--- config.mk ---
export PLATFORM = sky130hd
export DESIGN_NAME = serial_magnitude_comparator
export DESIGN_NICKNAME = d
export VERILOG_FILES = /design/src/rtl/serial_cmp_pkg.sv /design/src/rtl/digit_comparator.sv /design/src/rtl/serial_magnitude_comparator.sv
export SDC_FILE = /design/constraint.sdc
export NUM_CORES = 1
export LEC_CHECK = 0
export ABC_AREA = 1
export CAP_MARGIN = 20
export CORE_ASPECT_RATIO = 0.75
export CORE_MARGIN = 2
export CORE_UTILIZATION = 46
export CTS_CLUSTER_SIZE = 30
export DETAILED_ROUTE_END_ITERATION = 10
export MAX_ROUTING_LAYER = met4
export PLACE_DENSITY = 0.72
export RECOVER_POWER = 25
export SYNTH_ARGS = -nofsm -noshare
export SYNTH_HDL_FRONTEND = slang
export SYNTH_SLANG_ARGS = --single-unit
--- constraint.sdc ---
create_clock -name clk -period 1.5 [get_ports clk]
set_input_delay 0.3 -clock clk [delete_from_list [all_inputs] [get_ports clk]]
set_output_delay 0.3 -clock clk [all_outputs]
set_load 0.005 [all_outputs]
--- src/rtl/serial_cmp_pkg.sv ---
// ============================================================================
// Module      : serial_cmp_pkg
// Description : Shared definitions for the digit-serial magnitude comparator.
//               Holds the FSM state encoding and the result-flag bit indices.
// Revision    : 1.0 - initial release
// ============================================================================
`default_nettype none

package serial_cmp_pkg;

  // FSM encoding; the unused code 2'b11 is steered back to IDLE by the FSM
  typedef enum logic [1:0] {
    IDLE = 2'b00,
    RUN  = 2'b01,
    DONE = 2'b10
  } state_t;

  // Bit positions of the lesser/greater/equal flags in the result register
  localparam int c_flag_lt = 0;
  localparam int c_flag_gt = 1;
  localparam int c_flag_eq = 2;
  localparam int c_nflags  = 3;

endpackage : serial_cmp_pkg

`default_nettype wire

--- src/rtl/digit_comparator.sv ---
// ============================================================================
// Module      : digit_comparator
// Description : Combinational unsigned compare of one BPC-bit digit pair,
//               producing one-hot lt/gt/eq.
// Revision    : 1.0 - initial release
// ============================================================================
`default_nettype none

module digit_comparator #(
  parameter int BPC = 1
) (
  input  logic [BPC-1:0] da,
  input  logic [BPC-1:0] db,
  output logic           lt,
  output logic           gt,
  output logic           eq
);

  assign lt = (da <  db);
  assign gt = (da >  db);
  assign eq = (da == db);

endmodule : digit_comparator

`default_nettype wire

--- src/rtl/serial_magnitude_comparator.sv ---
// ============================================================================
// Module      : serial_magnitude_comparator
// Description : Digit-serial magnitude comparator. Accepts two WIDTH-bit
//               operands over valid/ready, compares BPC bits per cycle from
//               the MSB end and stops on the first differing digit.
//               Optional macro SIGNED_CMP_EN: treat operands as two's
//               complement by flipping the sign bit of both at capture.
// Revision    : 1.0 - initial release
// ============================================================================
`default_nettype none

module serial_magnitude_comparator
  import serial_cmp_pkg::*;
#(
  parameter int WIDTH = 8,
  parameter int BPC   = 1
) (
  input  logic             clk,
  input  logic             rst_n,
  input  logic             in_valid,
  output logic             in_ready,
  input  logic [WIDTH-1:0] a,
  input  logic [WIDTH-1:0] b,
  output logic             out_valid,
  input  logic             out_ready,
  output logic             lesser,
  output logic             greater,
  output logic             equal,
  output logic             busy
);

  localparam int NDIG = WIDTH / BPC;
  localparam int CW   = (NDIG > 1) ? $clog2(NDIG) : 1;
  localparam logic [CW-1:0] c_last = CW'(NDIG - 1);

  // Reject geometries where digits do not tile the operand exactly
  if ((WIDTH < 1) || (BPC < 1) || ((WIDTH % BPC) != 0)) begin : g_bad_param
    $error("serial_magnitude_comparator: BPC must divide WIDTH and WIDTH >= 1");
  end

  state_t                r_state;
  state_t                w_next;
  logic [WIDTH-1:0]      r_sa;
  logic [WIDTH-1:0]      r_sb;
  logic [CW-1:0]         r_cnt;
  logic [c_nflags-1:0]   r_flags;
  logic [WIDTH-1:0]      w_cap_a;
  logic [WIDTH-1:0]      w_cap_b;
  logic                  w_lt;
  logic                  w_gt;
  logic                  w_eq;

`ifdef SIGNED_CMP_EN
  // Flipping the sign bit maps two's-complement order onto unsigned order
  localparam logic [WIDTH-1:0] c_sign_flip = WIDTH'(1) << (WIDTH - 1);
  assign w_cap_a = a ^ c_sign_flip;
  assign w_cap_b = b ^ c_sign_flip;
`else
  assign w_cap_a = a;
  assign w_cap_b = b;
`endif

  digit_comparator #(
    .BPC (BPC)
  ) u_digit (
    .da (r_sa[WIDTH-1 -: BPC]),
    .db (r_sb[WIDTH-1 -: BPC]),
    .lt (w_lt),
    .gt (w_gt),
    .eq (w_eq)
  );

  // State register
  always_ff @(posedge clk or negedge rst_n) begin
    if (!rst_n) r_state <= IDLE;
    else        r_state <= w_next;
  end

  // Next-state decode; early exit on a differing digit or after the last one
  always_comb begin
    w_next = r_state;
    case (r_state)
      IDLE: if (in_valid)                   w_next = RUN;
      RUN:  if (!w_eq || (r_cnt == c_last)) w_next = DONE;
      DONE: if (out_ready)                  w_next = IDLE;
      default:                              w_next = IDLE;
    endcase
  end

  // Operand shift registers, digit counter and result flags
  always_ff @(posedge clk or negedge rst_n) begin
    if (!rst_n) begin
      r_sa    <= '0;
      r_sb    <= '0;
      r_cnt   <= '0;
      r_flags <= '0;
    end else begin
      case (r_state)
        IDLE: begin
          if (in_valid) begin
            r_sa  <= w_cap_a;
            r_sb  <= w_cap_b;
            r_cnt <= '0;
          end
        end
        RUN: begin
          if (!w_eq) begin
            r_flags            <= '0;
            r_flags[c_flag_lt] <= w_lt;
            r_flags[c_flag_gt] <= w_gt;
          end else if (r_cnt == c_last) begin
            r_flags            <= '0;
            r_flags[c_flag_eq] <= 1'b1;
          end else begin
            r_sa  <= r_sa << BPC;
            r_sb  <= r_sb << BPC;
            r_cnt <= r_cnt + CW'(1);
          end
        end
        default: ;
      endcase
    end
  end

  assign in_ready  = (r_state == IDLE);
  assign out_valid = (r_state == DONE);
  assign busy      = (r_state == RUN) || (r_state == DONE);
  assign lesser    = r_flags[c_flag_lt];
  assign greater   = r_flags[c_flag_gt];
  assign equal     = r_flags[c_flag_eq];

endmodule : serial_magnitude_comparator

`default_nettype wire

==> reports/metrics.cfg <==
[run_status]
status = completed

[yosys]
yosysTopAreaCell = dfrtp_1
synth_top_area_share = 0.4469
synth_cell_types = 16
synthCells = 175
synth_seq_cells = 24
seq_area_frac_synth = 0.4469
yosysWarnings = 0
synth.avg_cell_area_um2 = 7.679
netlist_area_um2 = 1344
syn_nets = 202
synth.area.top_cells = dfrtp_1, nand2_1, nand3_1

[flow_run]
cap_violations = 0

[drt]
via_count = 1243
drt_wl_total_um = 2981
route.detailed.drc = 0
viasPerCell = 5.032
wl_per_cell_um = 12.07
drt-initial-drc-count = 111
ant_nets = 0
dr.pass1.iters = 4

[clock_tree]
cts_hold_buffers = 0
clock_sinks = 24
cts_tree = yes
ctsRootBufferMaster = clkbuf_8
cts_buffers = 3
clockBufferDepth = 2
cts-htree-levels = 1
insertion_delay_ns = 0.26
clkSlewWorstSetupHoldPaths_ns = 0.08

[setup_path]
endpoint_kind = primary output
crit_arrival_ns = 1.15
crit_fanout = 2
crit_type = reg -> out
cp.required_ns = 1.20
startpoint = r_state[0]$_DFFE_PN0P_
start_kind = register
r2r_slack_ns = 0.07
worstRegToRegCells = 8
cp-endpoint = in_ready
r2r-start = r_cnt[0]$_DFFE_PN0P_
rr_endpoint = r_sa[6]$_DFFE_PN0P_

[power]
power_frac_comb = 0.582
pwr-share-clk = 0.108
cellPowerDensity_nw_per_um2 = 1914
p_leak_nw = 0.9659
switching_power_mw = 1.477
p_int_mw = 1.960
switching_share = 0.4298
design_power_total_mw = 3.437
seq_power_share = 0.310
vdd_ir_drop_max_uv = 782.0

[global_route]
grt_pass1_vias = 1057
grt_max_degree = 25
grt_usage = 0.1866
overflow = 0
grt_util_met2 = 0.2950
top_usage_layer = met2
grtUsageMet3 = 0.05286
antenna_found_initial = 0
grt_pass1_wl_um = 4678
use_met1 = 0.2500

[placed_design]
place_inst = 238
port_buffers = 25
dpl_cell_area_um2 = 1632
pre_cts_slack_ns = -0.01916
dp_hpwl_um = 1901
place_congestion = 0.7631

[layout]
fin_util = 0.6644
num_antenna_cells = 0
layout.nets = 240
drive_gt1_frac = 0.1754
syn_to_final_growth_pct = 33.61
design_area_um2 = 1795
layout.cells.non_filler = 247

[timing]
setup_ws_ns = 0.05084
hold_viol_final = 0
tns_ns = 0
whs_ns = 0.4709
setup_viol = 0
slew_headroom = 0.6054
layout_worst_path_cycle_share = 0.9661
fin_skew_ns = 0.004126
fmax_mhz = 690.1
final.min_clock_period_ns = 1.449
report.final.slew_viol_count = 0
worst_pin_slew_ns = 0.5919

[floorplan]
dieHeight_um = 50.81
coreArea_um2 = 2703
design.die.area_um2 = 3374
fp.dieW_um = 66.41
ios = 26
initial_core_util = 0.4972
rows = 16

[hold_path]
hp-start = r_flags[1]$_DFFE_PN0P_
hold_class = reg -> reg

==> routing by layer <==
metal,vias up,wire length (um)
met4,0,45
met1,585,1387
met5,-,0
li1,623,-
met2,29,1373
met3,6,174
==> worst max-delay path, cell delays in order, from the launching register on <==
cell and delay (ns):
dfrtp_1 0.41, inv_2 0.07, ha_2 0.18, dlygate4sd2_1 0.23
==> synthesized netlist by cell type <==
library cell and count:
nand2_2 2, dfrtp_1 24, nor2_1 1, buf_2 2, clkbuf_8 3, buf_6 1
clkbuf_2 1, nand4_1 4, inv_2 1, nand3b_1 2, nand2_4 2, buf_8 1
ha_1 7, nand3_1 20, nand2_1 96, inv_1 8
==> cell families (layout without fill, tap and decap cells) <==
| group | after synthesis | after routing | synth area share |
|---|---|---|---|
| DFF | 24 | 24 | 0.4469 |
| adders and majority gates | 7 | 7 | 0.06517 |
| buffers and inverters | 17 | 52 | 0.08658 |
| and+or+nand+nor | 127 | 128 | 0.4013 |
==> worst min-delay path by stage <==
stage	cells after the start	slack, ns	endpoint
detailed placement	2	0.46	r_flags[1]$_DFFE_PN0P_
global route	2	0.50	r_sb[0]$_DFFE_PN0P_
floorplan	0	0.004	r_cnt[0]$_DFFE_PN0P_
CTS	2	0.41	r_flags[1]$_DFFE_PN0P_
global placement	2	0.45	r_flags[0]$_DFFE_PN0P_
finish	2	0.47	r_flags[1]$_DFFE_PN0P_
==> power by group through the flow <==
stage	clock, mW	combinational (mW)	sequential [mW]
finish	0.370	2.00	1.07
global route	0.406	2.26	1.10
CTS	0.374	1.70	1.06
detailed placement	0	1.63	1.08
global placement	0	1.60	1.06
floorplan	0	1.23	1.04
==> flip-flops by register name, indices dropped and copies added (netlist names) <==
name     count
r_cnt        3
r_flags      3
r_sa         8
r_sb         8
r_state      2
==> placed cells by master, fill, tap and decap left out <==
cell	Yosys	final
buf_12	0	1
ha_2	0	3
nor2_1	1	1
nand4_1	4	4
dlygate4sd2_1	0	1
clkdlybuf4s50_1	0	21
buf_6	1	4
nand2_8	0	2
dfrtp_1	24	24
inv_2	1	4
ha_1	7	3
nand2_4	2	2
buf_4	0	7
dlygate4sd3_1	0	1
clkbuf_2	1	3
buf_2	2	1
nand2_1	96	93
inv_1	8	5
ha_4	0	1
nand2_2	2	4
buf_8	1	1
nand3_2	0	1
nand3_1	20	19
clkbuf_8	3	3
nand3b_1	2	2
==> repair_timing <==
item / in CTS / in global routing
pin swaps: 1 / 2
buffers inserted: 2 / 2
setup endpoints to repair: 22 / 25
resized for setup: 8 / 21
gates cloned: 1 / 1
==> cell type report <==
type / instances / area [um2]
Sequential cell: 24 / 600.6
Tap cell: 36 / 45.04
Clock buffer: 3 / 41.29
Fill cell: 231 / 907.1
Inverter: 9 / 33.78
Timing Repair Buffer: 40 / 381.6
Multi-Input combinational cell: 135 / 693.2
No activity file was read; power rests on OpenSTA's default activity.
